### config.mk
export PLATFORM = sky130hd
export DESIGN_NAME = operand_sequencer
export DESIGN_NICKNAME = d
export VERILOG_FILES = /design/src/rtl/operand_sequencer.sv
export SDC_FILE = /design/constraint.sdc
export NUM_CORES = 1
export LEC_CHECK = 0
export CAP_MARGIN = 20
export CORE_ASPECT_RATIO = 2
export CORE_UTILIZATION = 55
export CTS_BUF_LIST = sky130_fd_sc_hd__clkbuf_2 sky130_fd_sc_hd__clkbuf_4 sky130_fd_sc_hd__clkbuf_8
export DETAILED_ROUTE_END_ITERATION = 8
export GPL_TIMING_DRIVEN = 0
export PLACE_DENSITY = 0.87
export SLEW_MARGIN = 5
export SYNTH_ARGS = -nofsm -noshare
export SYNTH_HDL_FRONTEND = slang
export SYNTH_SLANG_ARGS = --single-unit
### constraint.sdc
create_clock -name CLOCK_50 -period 1.9 [get_ports CLOCK_50]
set_input_delay 0.38 -clock CLOCK_50 [delete_from_list [all_inputs] [get_ports CLOCK_50]]
set_output_delay 0.38 -clock CLOCK_50 [all_outputs]
set_load 0.01 [all_outputs]
### src/rtl/operand_sequencer.sv
// Button-stepped operand loader for the downstream ripple adder: debounces KEY_N,
// loads A then B/cin from the switches, runs one EXEC cycle and holds {cout, sum}.
module operand_sequencer #(
  parameter int WIDTH           = 4,
  parameter int DEBOUNCE_CYCLES = 500000
) (
  input  logic             CLOCK_50,
  input  logic             RESET_N,
  input  logic             KEY_N,
  input  logic [WIDTH-1:0] SW_DATA,
  input  logic             SW_CIN,
  output logic [WIDTH-1:0] op_a,
  output logic [WIDTH-1:0] op_b,
  output logic             op_cin,
  output logic             op_valid,
  input  logic [WIDTH-1:0] sum,
  input  logic             cout,
  output logic [WIDTH:0]   result,
  output logic             result_valid,
  output logic [1:0]       state
);

  localparam int               CNT_W   = $clog2(DEBOUNCE_CYCLES);
  localparam logic [CNT_W-1:0] CNT_MAX = CNT_W'(DEBOUNCE_CYCLES - 1);

  typedef enum logic [1:0] {
    LOAD_A = 2'b00,
    LOAD_B = 2'b01,
    EXEC   = 2'b10,
    SHOW   = 2'b11
  } state_t;

  state_t           state_q;
  state_t           state_d;
  logic             key_p0;
  logic             key_p1;
  logic             vld_p0;
  logic             vld_p1;
  logic [CNT_W-1:0] db_cnt;
  logic             db_lvl;
  logic             db_lvl_p1;
  logic             armed;
  logic             press;
  logic             load_a;
  logic             load_b;
  logic             capture;
  logic             clear;

  // Stage p0/p1: two-flop synchroniser; vld_pN marks when it holds real samples
  always_ff @(posedge CLOCK_50 or negedge RESET_N) begin
    if (!RESET_N) begin
      key_p0 <= 1'b1;
      key_p1 <= 1'b1;
      vld_p0 <= 1'b0;
      vld_p1 <= 1'b0;
    end else begin
      key_p0 <= KEY_N;
      key_p1 <= key_p0;
      vld_p0 <= 1'b1;
      vld_p1 <= vld_p0;
    end
  end

  // Debounce: level changes only after DEBOUNCE_CYCLES consecutive disagreeing samples.
  // A press needs a genuinely observed release first, so a button held through reset
  // cannot produce a phantom press.
  always_ff @(posedge CLOCK_50 or negedge RESET_N) begin
    if (!RESET_N) begin
      db_cnt    <= '0;
      db_lvl    <= 1'b1;
      db_lvl_p1 <= 1'b1;
      armed     <= 1'b0;
      press     <= 1'b0;
    end else begin
      db_lvl_p1 <= db_lvl;
      press     <= armed & db_lvl_p1 & ~db_lvl;
      if (vld_p1 && key_p1 && db_lvl)
        armed <= 1'b1;
      if (key_p1 == db_lvl) begin
        db_cnt <= '0;
      end else if (db_cnt == CNT_MAX) begin
        db_lvl <= key_p1;
        db_cnt <= '0;
      end else begin
        db_cnt <= db_cnt + CNT_W'(1);
      end
    end
  end

  always_comb begin
    state_d = state_q;
    load_a  = 1'b0;
    load_b  = 1'b0;
    capture = 1'b0;
    clear   = 1'b0;
    case (state_q)
      LOAD_A: if (press) begin
        load_a  = 1'b1;
        state_d = LOAD_B;
      end
      LOAD_B: if (press) begin
        load_b  = 1'b1;
        state_d = EXEC;
      end
      EXEC: begin
        capture = 1'b1;
        state_d = SHOW;
      end
      SHOW: if (press) begin
        clear   = 1'b1;
        state_d = LOAD_A;
      end
      default: state_d = LOAD_A;
    endcase
  end

  // Stage p2: operand/result registers follow the FSM decode
  always_ff @(posedge CLOCK_50 or negedge RESET_N) begin
    if (!RESET_N) begin
      state_q      <= LOAD_A;
      op_a         <= '0;
      op_b         <= '0;
      op_cin       <= 1'b0;
      op_valid     <= 1'b0;
      result       <= '0;
      result_valid <= 1'b0;
    end else begin
      state_q  <= state_d;
      op_valid <= (state_d == EXEC);
      if (load_a)
        op_a <= SW_DATA;
      if (load_b) begin
        op_b   <= SW_DATA;
        op_cin <= SW_CIN;
      end
      if (capture) begin
        result       <= {cout, sum};
        result_valid <= 1'b1;
      end
      if (clear) begin
        op_a         <= '0;
        op_b         <= '0;
        op_cin       <= 1'b0;
        result       <= '0;
        result_valid <= 1'b0;
      end
    end
  end

  assign state = state_q;

endmodule
Word level (Yosys, flattened, before mapping)
Cells that the tools add are included.
{"block": "op_classes", "n_addsub": 1, "eq_ne": 6, "n_mux": 21, "bitwise": 4, "reduce_logical": 7}
{"operator": "$mux W19", "n": 2}
{"operator": "$add A19 B1 Y19 const B", "n": 1}
{"operator": "$eq A19 B19 Y1 const B", "n": 1}
{"operator": "$mux W4", "n": 4}
{"operator": "$mux W5", "n": 2}
{"operator": "$mux W1", "n": 9}
{"operator": "$pmux W2 S4", "n": 1}
{"operator": "$eq A2 B2 Y1 const B", "n": 3}
{"operator": "$mux W2", "n": 3}
{"operator": "$reduce_bool A2 Y1", "n": 3}
{"operator": "$and A1 B1 Y1", "n": 2}
{"operator": "$eq A2 B1 Y1 const B", "n": 1}
{"operator": "$logic_and A1 B1 Y1", "n": 2}
{"operator": "$logic_not A2 Y1", "n": 1}
{"operator": "$not A1 Y1", "n": 2}
{"operator": "$reduce_and A2 Y1", "n": 1}
{"operator": "$eq A1 B1 Y1", "n": 1}
{"block": "totals", "ff_bits": 45, "in_bits": 13, "out_inout_bits": 18, "wordCells": 55}

Depth between registers and ports, before layout
Gate-level depths: netlist of the first run.
{"block": "logic_depth", "ltp_word": 4, "depth_mapped": 6, "mapped_depth_nobuf": 5}

Least setup slack after synthesis of the first run
OpenSTA, ideal clock, no wires.
{"block": "synth_timing", "kind": "register -> register", "from": "register db_cnt[15]", "to": "register db_cnt[11]", "setup_ns": 0.118, "arrival_time_ns": 1.532, "t_required_ns": 1.782, "slack_ns": 0.250, "stages_incl_launch_ff": 6, "n_path_buf": 1, "synth_period_minus_slack_ns": 1.650, "cell_sequence": "dfrtp_1 -> nand3_2 -> or4b_4 -> o31ai_4 -> buf_6 -> nor2_1"}
{"block": "synth_via", "elab_chain_cells": 3}
{"element": "from (decl)", "line_no": "39", "text": "logic [CNT_W-1:0] db_cnt;"}
{"element": "from (signal assigned)", "line_no": "85", "text": "db_cnt <= db_cnt + CNT_W'(1);"}
{"element": "$eq A19 B19 Y1", "line_no": "81", "text": "end else if (db_cnt == CNT_MAX) begin"}
{"element": "$mux W19", "line_no": "81"}
{"element": "$mux W19", "line_no": "79", "text": "if (key_p1 == db_lvl) begin"}
No other way between the ends.
A chain may end at the register's enable or synchronous reset.

Final worst setup path of the first run
{"block": "layout_timing", "from": "register db_cnt[16]", "to": "register db_cnt[15]"}
Same word-level chain as after synthesis.

==> qor.txt, run 1 <==
Worst Setup End Kind = register
Final setup viols = 0
Fin. Hold Viols = 0
Crit Path Class = register to register
Vias/cell = 5.88
share of layout cells above drive strength 1 = 13.0%
Critical Path AT = 1.99 ns
Seq cells post-synth = 45
clock power share = 40.0%
status = finished, violations left
core area = 3380 sq um
Mapped Area = 1930 sq um
Pre-Repair DR Iteration Count = 9
antenna viol nets, final = 0
vias in the first global route = 1550
largest net degree at the start of global routing = 43
switching power = 0.345 mW
Ys Warns = 0
Tot GR Track Use = 24.2%
min cycle time layout = 1.82 ns
register area share after synthesis = 58.5%
FMAX = 0.550 GHz
slew of the pin with the lowest slew margin = 0.531 ns
Fin Setup TNS = 0 ns
dominant cell type by area after synthesis = dfrtp_1
r2r setup slk = 0.08 ns
worst setup margin = 0.0818 ns
unique cell type count in the Yosys netlist = 37
Cells after Synth = 174
clock root buffer = clkbuf_8
Pleak = 1.09 nW
MaxCap Viol Count = 0
port buffer count = 30
CTS Sinks = 45
die area = 3770 sq um
Clock Path Buffers = 2
starting density of the core = 57.2%
combinational power share = 4.5%
hold crit path type = register to register
Pins Over Slew Limit = 0
Reg clk slew, reported paths = 0.08 ns
Skew-Pair Late Insertion Delay = 0.30 ns
WL final = 3790 um
first-pass GRT wire length = 6730 um
# DRC = 5
WL/cell = 15.3 um
Die Ht = 85.8 um
Area growth syn-to-layout = 25.7%
fin crit share = 95.7%
Max transition margin = 64.2%
GPL Wtd Cong = 0.864
critical path data required time = 2.07 ns
top cells by area, synth = dfrtp_1, dfstp_2, xor2_1
power share of the sequential group = 55.5%
Final Skew = 0.00928 ns
CTS tree = built
TritonCTS Buffers = 5
io pins = 31
initial antenna violation count = 0
CP Launch Type = register
diode count = 0
Placed Area = 2290 sq um
Power Dens Cells = 724 nW/um^2
final instance area = 2430 sq um
Layout Nets = 229
top cells by count, synth = dfrtp_1, nand2_1, nor2_1, o21ai_0, xor2_1
total number of vias = 1459
EDFF count, synth = 0
post-synthesis net count = 188
most frequent cell after synthesis = dfrtp_1
Switching Fraction = 19.6%
H-tree levels = 2
internal power = 1.41 mW
Top FF cell, synth = dfrtp_1
Post-Place Setup Slack = 0.0629 ns
DP HPWL = 2720 um
row count = 30
fraction of registers with async set/reset = 100%
starting DRC count in detailed routing = 41
VDD IR max = 688 uV
Synth top area share = 53.1%
CP Max Fanout = 5
failing checks = DRC
Syn Area/Cell = 11.1 sq um
gr ovfl total = 0
Die W = 43.9 um
==> layout by cell type (no fill, tap or decap), drive strengths merged <==
master,Yosys,layout
a21o,1,1
a21oi,6,6
a22o,5,5
a22oi,4,4
a31o,1,1
and2,2,2
and3,1,1
and4,3,3
buf,3,8
bufinv,0,1
clkbuf,4,9
clkdlybuf4s50,0,29
clkinv,0,1
conb,1,1
dfrtp,41,41
dfstp,4,4
dlygate4sd3,0,1
ha,1,1
inv,2,2
mux2,1,1
nand2,19,19
nand2b,6,6
nand3,6,6
nand4,6,6
nor2,15,15
nor2b,2,2
nor3,2,2
nor4,1,1
nor4bb,1,1
o21ai,13,13
o31ai,3,3
or3,3,3
or4,2,2
or4b,1,1
xnor2,3,3
xor2,11,11
==> logic make-up after synthesis <==
| logic type | share of synthesized area, % |
|---|---|
| fa+ha+maj | 0.648 |
| buf+inv | 2.27 |
| xor+xnor | 6.35 |
| mux | 0.583 |
| compound gates | 11.5 |
| flops | 58.5 |
| simple gates | 19.9 |
| other cells | 0.194 |
==> critical path: stages, from the launching register on <==
cell and delay, ns:
dfrtp_1 0.41, nand3_2 0.11, or4b_4 0.55, o31ai_4 0.37, buf_4 0.20, a21oi_1 0.05
==> state kept, by name, indices dropped and copies added, names as in the netlist <==
| name | count |
|---|---|
| db_cnt | 19 |
| result | 5 |
| op_a | 4 |
| op_b | 4 |
| state | 2 |
| armed | 1 |
| db_lvl | 1 |
| db_lvl_p1 | 1 |
| key_p0 | 1 |
| key_p1 | 1 |
| op_cin | 1 |
| op_valid | 1 |
| press | 1 |
| result_valid | 1 |
| vld_p0 | 1 |
| vld_p1 | 1 |
==> per-stage QoR <==
stage / utilization [%] / power, mW / std cells / hold WS [ns]
6_report: 71.9 / 1.76 / 248 / 0.356
4_1_cts: 71.3 / 1.78 / 246 / 0.360
5_1_grt: 71.9 / 1.83 / 248 / 0.367
2_1_floorplan: - / 1.01 / 174 / 0.0844
3_3_place_gp: 67.3 / 1.06 / 236 / 0.332
3_5_place_dp: 67.7 / 1.07 / 237 / 0.202
==> power by group through the flow <==
stage	registers (mW)	logic, mW	clock network [mW]
2_1_floorplan	0.993	0.0196	0
3_3_place_gp	0.993	0.0667	0
3_5_place_dp	0.994	0.0740	0
4_1_cts	0.975	0.0757	0.725
5_1_grt	0.977	0.0879	0.770
6_report	0.976	0.0786	0.703
==> routing by layer <==
metal / up-vias / track usage (%) / share of wire [%]
li1: 690 / - / -
met1: 709 / 25.3 / 36
met2: 51 / 43.4 / 56
met3: 9 / 4.63 / 4.5
met4: 0 / 12.9 / 3.3
met5: - / 0 / 0
==> final timing paths <==
path                                      start              endpoint  depth (start not counted)
max                        db_cnt[16]$_DFF_PN0_  db_cnt[15]$_DFF_PN0_                          5
min                            vld_p0$_DFF_PN0_      vld_p1$_DFF_PN0_                          0
max reg2reg                db_cnt[16]$_DFF_PN0_  db_cnt[15]$_DFF_PN0_                          5
min reg2reg                    vld_p0$_DFF_PN0_      vld_p1$_DFF_PN0_                          0
max in group asynchronous               RESET_N      key_p1$_DFF_PN1_                          3
min in group asynchronous               RESET_N    op_valid$_DFF_PN0_                          2
==> area by class of cell <==
cell class	count	area, sq um
sequential	45	1130
fill	237	950
multi-input combinational	120	758
timing repair buffer	35	348
clock buffer	6	76.3
tap	32	40.0
clock inverter	2	35.0
buffer	6	32.5
inverter	2	7.51
==> timing repair <==
| action | 4_1_cts | 5_1_grt |
|---|---|---|
| endpoints found under the setup margin | 0 | 12 |
| resized for setup | 0 | 1 |
| hold buffers | 1 | 0 |
| setup buffers | 0 | 3 |
| endpoints found under the hold margin | 3 | 0 |
No activity file was read; power rests on OpenSTA's default activity.
==> inputs of run 2 (changes only) <==
- CORE_UTILIZATION: 55 -> 40
- PLACE_DENSITY: 0.87 -> 0.68
==> run 2 against run 1 <==
Largest power group unchanged. Final cell count grew 8.9%. Via count shrank 3.0%. Critical path depth is the same. The run now ends clean. Non-clock buffer count shrank 1. Maximum frequency grew 2.7%. First-iteration DRC count shrank 80%. Flip-flop and latch count is the same. Count of clock-buffer cells in the layout grew 1.
==> qor.txt, run 2 (synthesized netlist as in run 1, its figures left out) <==
status = complete, no violations
most frequent cells in the layout = dfrtp_1, clkdlybuf4s50_1, nand2_1, nor2_1, o21ai_0
FMAX = 0.565 GHz
post-layout util = 53.0%
WL/cell = 13.9 um
DP HPWL = 2760 um
VDD IR max = 522 uV
Worst Setup End Kind = register
most common cell after layout, fill and taps aside = dfrtp_1
CTS Sinks = 45
Tot GR Track Use = 16.8%
first-pass GRT wire length = 6450 um
hold crit path type = register to register
Pre-Repair DR Iteration Count = 2
total number of vias = 1415
area of the multi-input gates = 758 sq um
clock root buffer = clkbuf_8
Die W = 51.1 um
Power Dens Cells = 736 nW/um^2
Layout Nets = 228
io pins = 31
unrepaired setup endpoints after global routing = no
antenna viol nets, final = 0
Hold Crit Depth = 0
Final Skew = 0.00378 ns
dpl cells = 260
Die Ht = 100 um
TritonCTS Buffers = 5
gr ovfl total = 0
FF-to-FF End = db_cnt[17]$_DFF_PN0_
max FFs per register = 19
Reg clk slew, reported paths = 0.08 ns
Layout Cells excl Fill = 270
most flop-heavy register = db_cnt
Area growth syn-to-layout = 27.3%
port buffer count = 30
Clock Path Buffers = 2
die area = 5130 sq um
largest net degree at the start of global routing = 37
Crit Path Class = register to register
GPL Wtd Cong = 0.717
initial antenna violation count = 0
# DRC = 0
reg-to-reg critical path startpoint = db_cnt[15]$_DFF_PN0_
starting density of the core = 41.6%
Final setup viols = 0
Fin Setup TNS = 0 ns
Fin. Hold Viols = 0
fillers = 458
flip-flop and latch area = 1130 sq um
Hold EP = vld_p1$_DFF_PN0_
CP Max Fanout = 6
starting DRC count in detailed routing = 8
Skew-Pair Late Insertion Delay = 0.29 ns
hold path start = vld_p0$_DFF_PN0_
share of layout cells above drive strength 1 = 12.6%
Max transition margin = 58.9%
CTS tree = built
Vias/cell = 5.24
min cycle time layout = 1.77 ns
Pins Over Slew Limit = 0
critical path data required time = 2.08 ns
fin crit share = 93.1%
WL final = 3740 um
r2r setup slk = 0.13 ns
MaxCap Viol Count = 0
row count = 35
Pleak = 1.09 nW
core area = 4640 sq um
vias in the first global route = 1451
Critical Path AT = 1.95 ns
H-tree levels = 2
CP Launch Type = register
reg2reg path depth = 5
Largest regs = db_cnt (19), result (5)
slew of the pin with the lowest slew margin = 0.610 ns
diode count = 0
-- run 2: changes by cell type in the layout (fill, tap and decap cells not counted) --
cell	change
buf_4	-1
clkinv_2	-1
clkbuf_8	+1
-- run 2: worst max-delay path by stage --
stage | startpoint | end | slack [ns] | cells after the start
finish | db_cnt[15]$_DFF_PN0_ | db_cnt[17]$_DFF_PN0_ | 0.13 | 5
global route | db_cnt[15]$_DFF_PN0_ | db_cnt[18]$_DFF_PN0_ | 0.03 | 5
floorplan | db_cnt[15]$_DFF_PN0_ | db_cnt[11]$_DFF_PN0_ | 0.25 | 5
CTS | db_cnt[0]$_DFF_PN0_ | db_cnt[18]$_DFF_PN0_ | 0.03 | 6
global placement | RESET_N | db_cnt[12]$_DFF_PN0_ | -0.78 | 1
detailed placement | db_cnt[15]$_DFF_PN0_ | db_cnt[14]$_DFF_PN0_ | -0.03 | 5
-- run 2: layout make-up --
class,count,area share (%)
inverter,2,0.305
buffer,6,1.32
clock inverter,1,1.22
timing repair buffer,34,13.8
multi-input combinational,120,30.8
clock buffer,7,3.66
tap,55,2.80
sequential,45,46.0
-- run 2: report_power, final --
part	total, mW	internal, mW	switching (mW)	leakage [nW]
sequential	0.975	0.968	0.00676	0.560
clock	0.759	0.443	0.315	0.0619
combinational	0.0772	0.0384	0.0388	0.464
total	1.81	1.45	0.361	1.09
-- run 2: timing repair --
item                                    4_1_cts  5_1_grt
resized for setup                             0        1
pin swaps                                     1        0
hold buffers                                  1        0
endpoints found under the hold margin         6        0
endpoints found under the setup margin       10        2
setup buffers                                 2        0
-- run 2: critical path, cell delays in order (launching register included) --
cell	delay [ns]
dfrtp_1	0.44
nand3_2	0.13
or4b_4	0.56
o31ai_4	0.28
buf_4	0.20
a21oi_1	0.05
-- run 2: layer usage --
| metal | global-route usage, % | routed length, um | up-vias | part of all wire [%] |
|---|---|---|---|---|
| met1 | 18.0 | 1480 | 702 | 40 |
| met2 | 31.0 | 2090 | 25 | 56 |
| met4 | 7.05 | 78 | 0 | 2.1 |
| met3 | 2.73 | 91 | 6 | 2.4 |
| met5 | 0 | 0 | - | 0 |
| li1 | - | - | 682 | - |
-- run 2: stage by stage --
stage | power [mW] | area [sq um] | worst slack [ns] | hold slack (ns)
final | 1.81 | 2460 | 0.130 | 0.352
after global routing | 1.87 | 2460 | 0.0341 | 0.360
after CTS | 1.83 | 2460 | 0.0261 | 0.354
after detailed placement | 1.07 | 2320 | -0.0344 | 0.257
after global placement | 1.06 | 2300 | -0.779 | 0.334
after floorplan | 1.01 | 1930 | 0.250 | 0.0844
==> inputs of run 3 (changes only) <==
- CTS_CLUSTER_DIAMETER: not set -> 100
- RECOVER_POWER: not set -> 50
==> run 3 against run 2 <==
Clock skew decreased by 0.00065 ns. Cell area is 0.56% lower. Routed wire length down 0.67%. Via count is 0.49% lower. Critical path type unchanged. Critical endpoint unchanged. Highest routed layer unchanged.
==> qor.txt, run 3 (synthesized netlist as in run 1, its figures left out) <==
Reg clk slew, reported paths = 0.08 ns
Pins Over Slew Limit = 0
Pleak = 1.08 nW
hold crit path type = register to register
io pins = 31
die area = 5130 sq um
CP Launch Type = register
FMAX = 0.565 GHz
reg-to-reg critical path startpoint = db_cnt[15]$_DFF_PN0_
area of the multi-input gates = 758 sq um
Die Ht = 100 um
Max transition margin = 59.6%
Worst path max stage delay = 0.56 ns
core area = 4640 sq um
Clock Path Buffers = 2
starting DRC count in detailed routing = 7
reg2reg path depth = 5
DP HPWL = 2760 um
slew of the pin with the lowest slew margin = 0.599 ns
Layout Cells excl Fill = 270
Fin. Hold Viols = 0
Post-Place Setup Slack = -0.0344 ns
MaxCap Viol Count = 0
CP Max Fanout = 6
initial antenna violation count = 0
WL final = 3720 um
critical path data required time = 2.08 ns
TritonCTS Buffers = 5
Vias/cell = 5.21
worst setup margin = 0.131 ns
CP Buf/Inv Count = 1
vias in the first global route = 1451
Layout Nets = 228
max FFs per register = 19
switching power = 0.357 mW
Min Hold Slack = 0.352 ns
Largest regs = db_cnt (19), result (5)
Die W = 51.1 um
fillers = 461
final instance area = 2440 sq um
CTS tree = built
hold path start = vld_p0$_DFF_PN0_
largest net degree at the start of global routing = 37
total number of vias = 1408
unrepaired setup endpoints after global routing = no
first-pass GRT wire length = 6450 um
Tot GR Track Use = 16.8%
dpl cells = 260
FF-to-FF End = db_cnt[17]$_DFF_PN0_
clock power share = 41.9%
Hold Crit Depth = 0
post-layout util = 52.7%
status = complete, no violations
CTS Sinks = 45
diode count = 0
kind of cell adding the most delay to the critical path = simple AND/OR/NAND/NOR gates
starting density of the core = 41.6%
share of layout cells above drive strength 1 = 11.6%
most flop-heavy register = db_cnt
Pre-Repair DR Iteration Count = 4
flip-flop and latch area = 1130 sq um
Final Skew = 0.00313 ns
Switching Fraction = 19.8%
WL/cell = 13.8 um
power share of the sequential group = 54.1%
most common cell after layout, fill and taps aside = dfrtp_1
Skew-Pair Late Insertion Delay = 0.29 ns
combinational power share = 4.0%
# DRC = 0
fin crit share = 93.1%
Hold EP = vld_p1$_DFF_PN0_
Worst Setup End Kind = register
clock root buffer = clkbuf_8
Crit Path Class = register to register
GPL Wtd Cong = 0.717
Crit-path slowest cell = or4b_4
most frequent cells in the layout = dfrtp_1, clkdlybuf4s50_1, nand2_1, nor2_1, o21ai_0
Power Dens Cells = 737 nW/um^2
Area growth syn-to-layout = 26.6%
Final setup viols = 0
H-tree levels = 2
VDD IR max = 521 uV
port buffer count = 30
worst-path cell chain = nand3_2 -> or4b_4 -> o31ai_4 -> buf_4 -> a21oi_1
gr ovfl total = 0
Placed Area = 2320 sq um
row count = 35
Critical Path AT = 1.95 ns
internal power = 1.45 mW
antenna viol nets, final = 0
min cycle time layout = 1.77 ns
r2r setup slk = 0.13 ns
## run 3: cell type report
type	instances	area share [%]
Inverter	2	0.307
Buffer	6	1.33
Sequential cell	45	46.3
Clock buffer	7	3.68
Multi-Input combinational cell	120	31.0
Clock inverter	1	1.23
Timing Repair Buffer	34	13.4
Tap cell	55	2.81
## run 3: metal layers
metal  share of wire, %  GRT usage (%)  vias up
li1                   -              -      681
met2                 57           31.0       25
met4                2.1           7.05        0
met3                2.4           2.73        6
met1                 38           18.0      696
met5                  0              0        -
## run 3: repair_timing
| item | in CTS | in global routing |
|---|---|---|
| resized for setup | 0 | 1 |
| pin swaps | 1 | 0 |
| hold buffers | 1 | 0 |
| hold endpoints to repair | 6 | 0 |
| setup buffers | 2 | 0 |
| endpoints found under the setup margin | 10 | 2 |
## run 3: stage by stage
stage                     total power, mW  TNS (ns)
after CTS                            1.83         0
after global placement               1.06    -33.12
after detailed placement             1.07    -0.289
final                                1.80         0
after global routing                 1.87         0
after floorplan                      1.01         0
## run 3: worst max-delay path by stage
stage          slack [ns]                   end            startpoint  cells after the start
2_1_floorplan        0.25  db_cnt[11]$_DFF_PN0_  db_cnt[15]$_DFF_PN0_                      5
3_3_place_gp        -0.78  db_cnt[12]$_DFF_PN0_               RESET_N                      1
3_5_place_dp        -0.03  db_cnt[14]$_DFF_PN0_  db_cnt[15]$_DFF_PN0_                      5
4_1_cts              0.03  db_cnt[18]$_DFF_PN0_   db_cnt[0]$_DFF_PN0_                      6
5_1_grt              0.03  db_cnt[18]$_DFF_PN0_  db_cnt[15]$_DFF_PN0_                      5
6_report             0.13  db_cnt[17]$_DFF_PN0_  db_cnt[15]$_DFF_PN0_                      5
## run 3: power groups by stage
stage,sequential [mW],combinational (mW),clock [mW]
floorplan,0.993,0.0196,0
global placement,0.994,0.0696,0
detailed placement,0.994,0.0743,0
CTS,0.975,0.0795,0.779
global route,0.977,0.0834,0.808
finish,0.975,0.0725,0.756
## run 3: worst reg2reg max path, stage by stage (launching register included)
cell and delay, ns:
dfrtp_1 0.44, nand3_2 0.13, or4b_4 0.56, o31ai_4 0.29
buf_4 0.20, a21oi_1 0.05
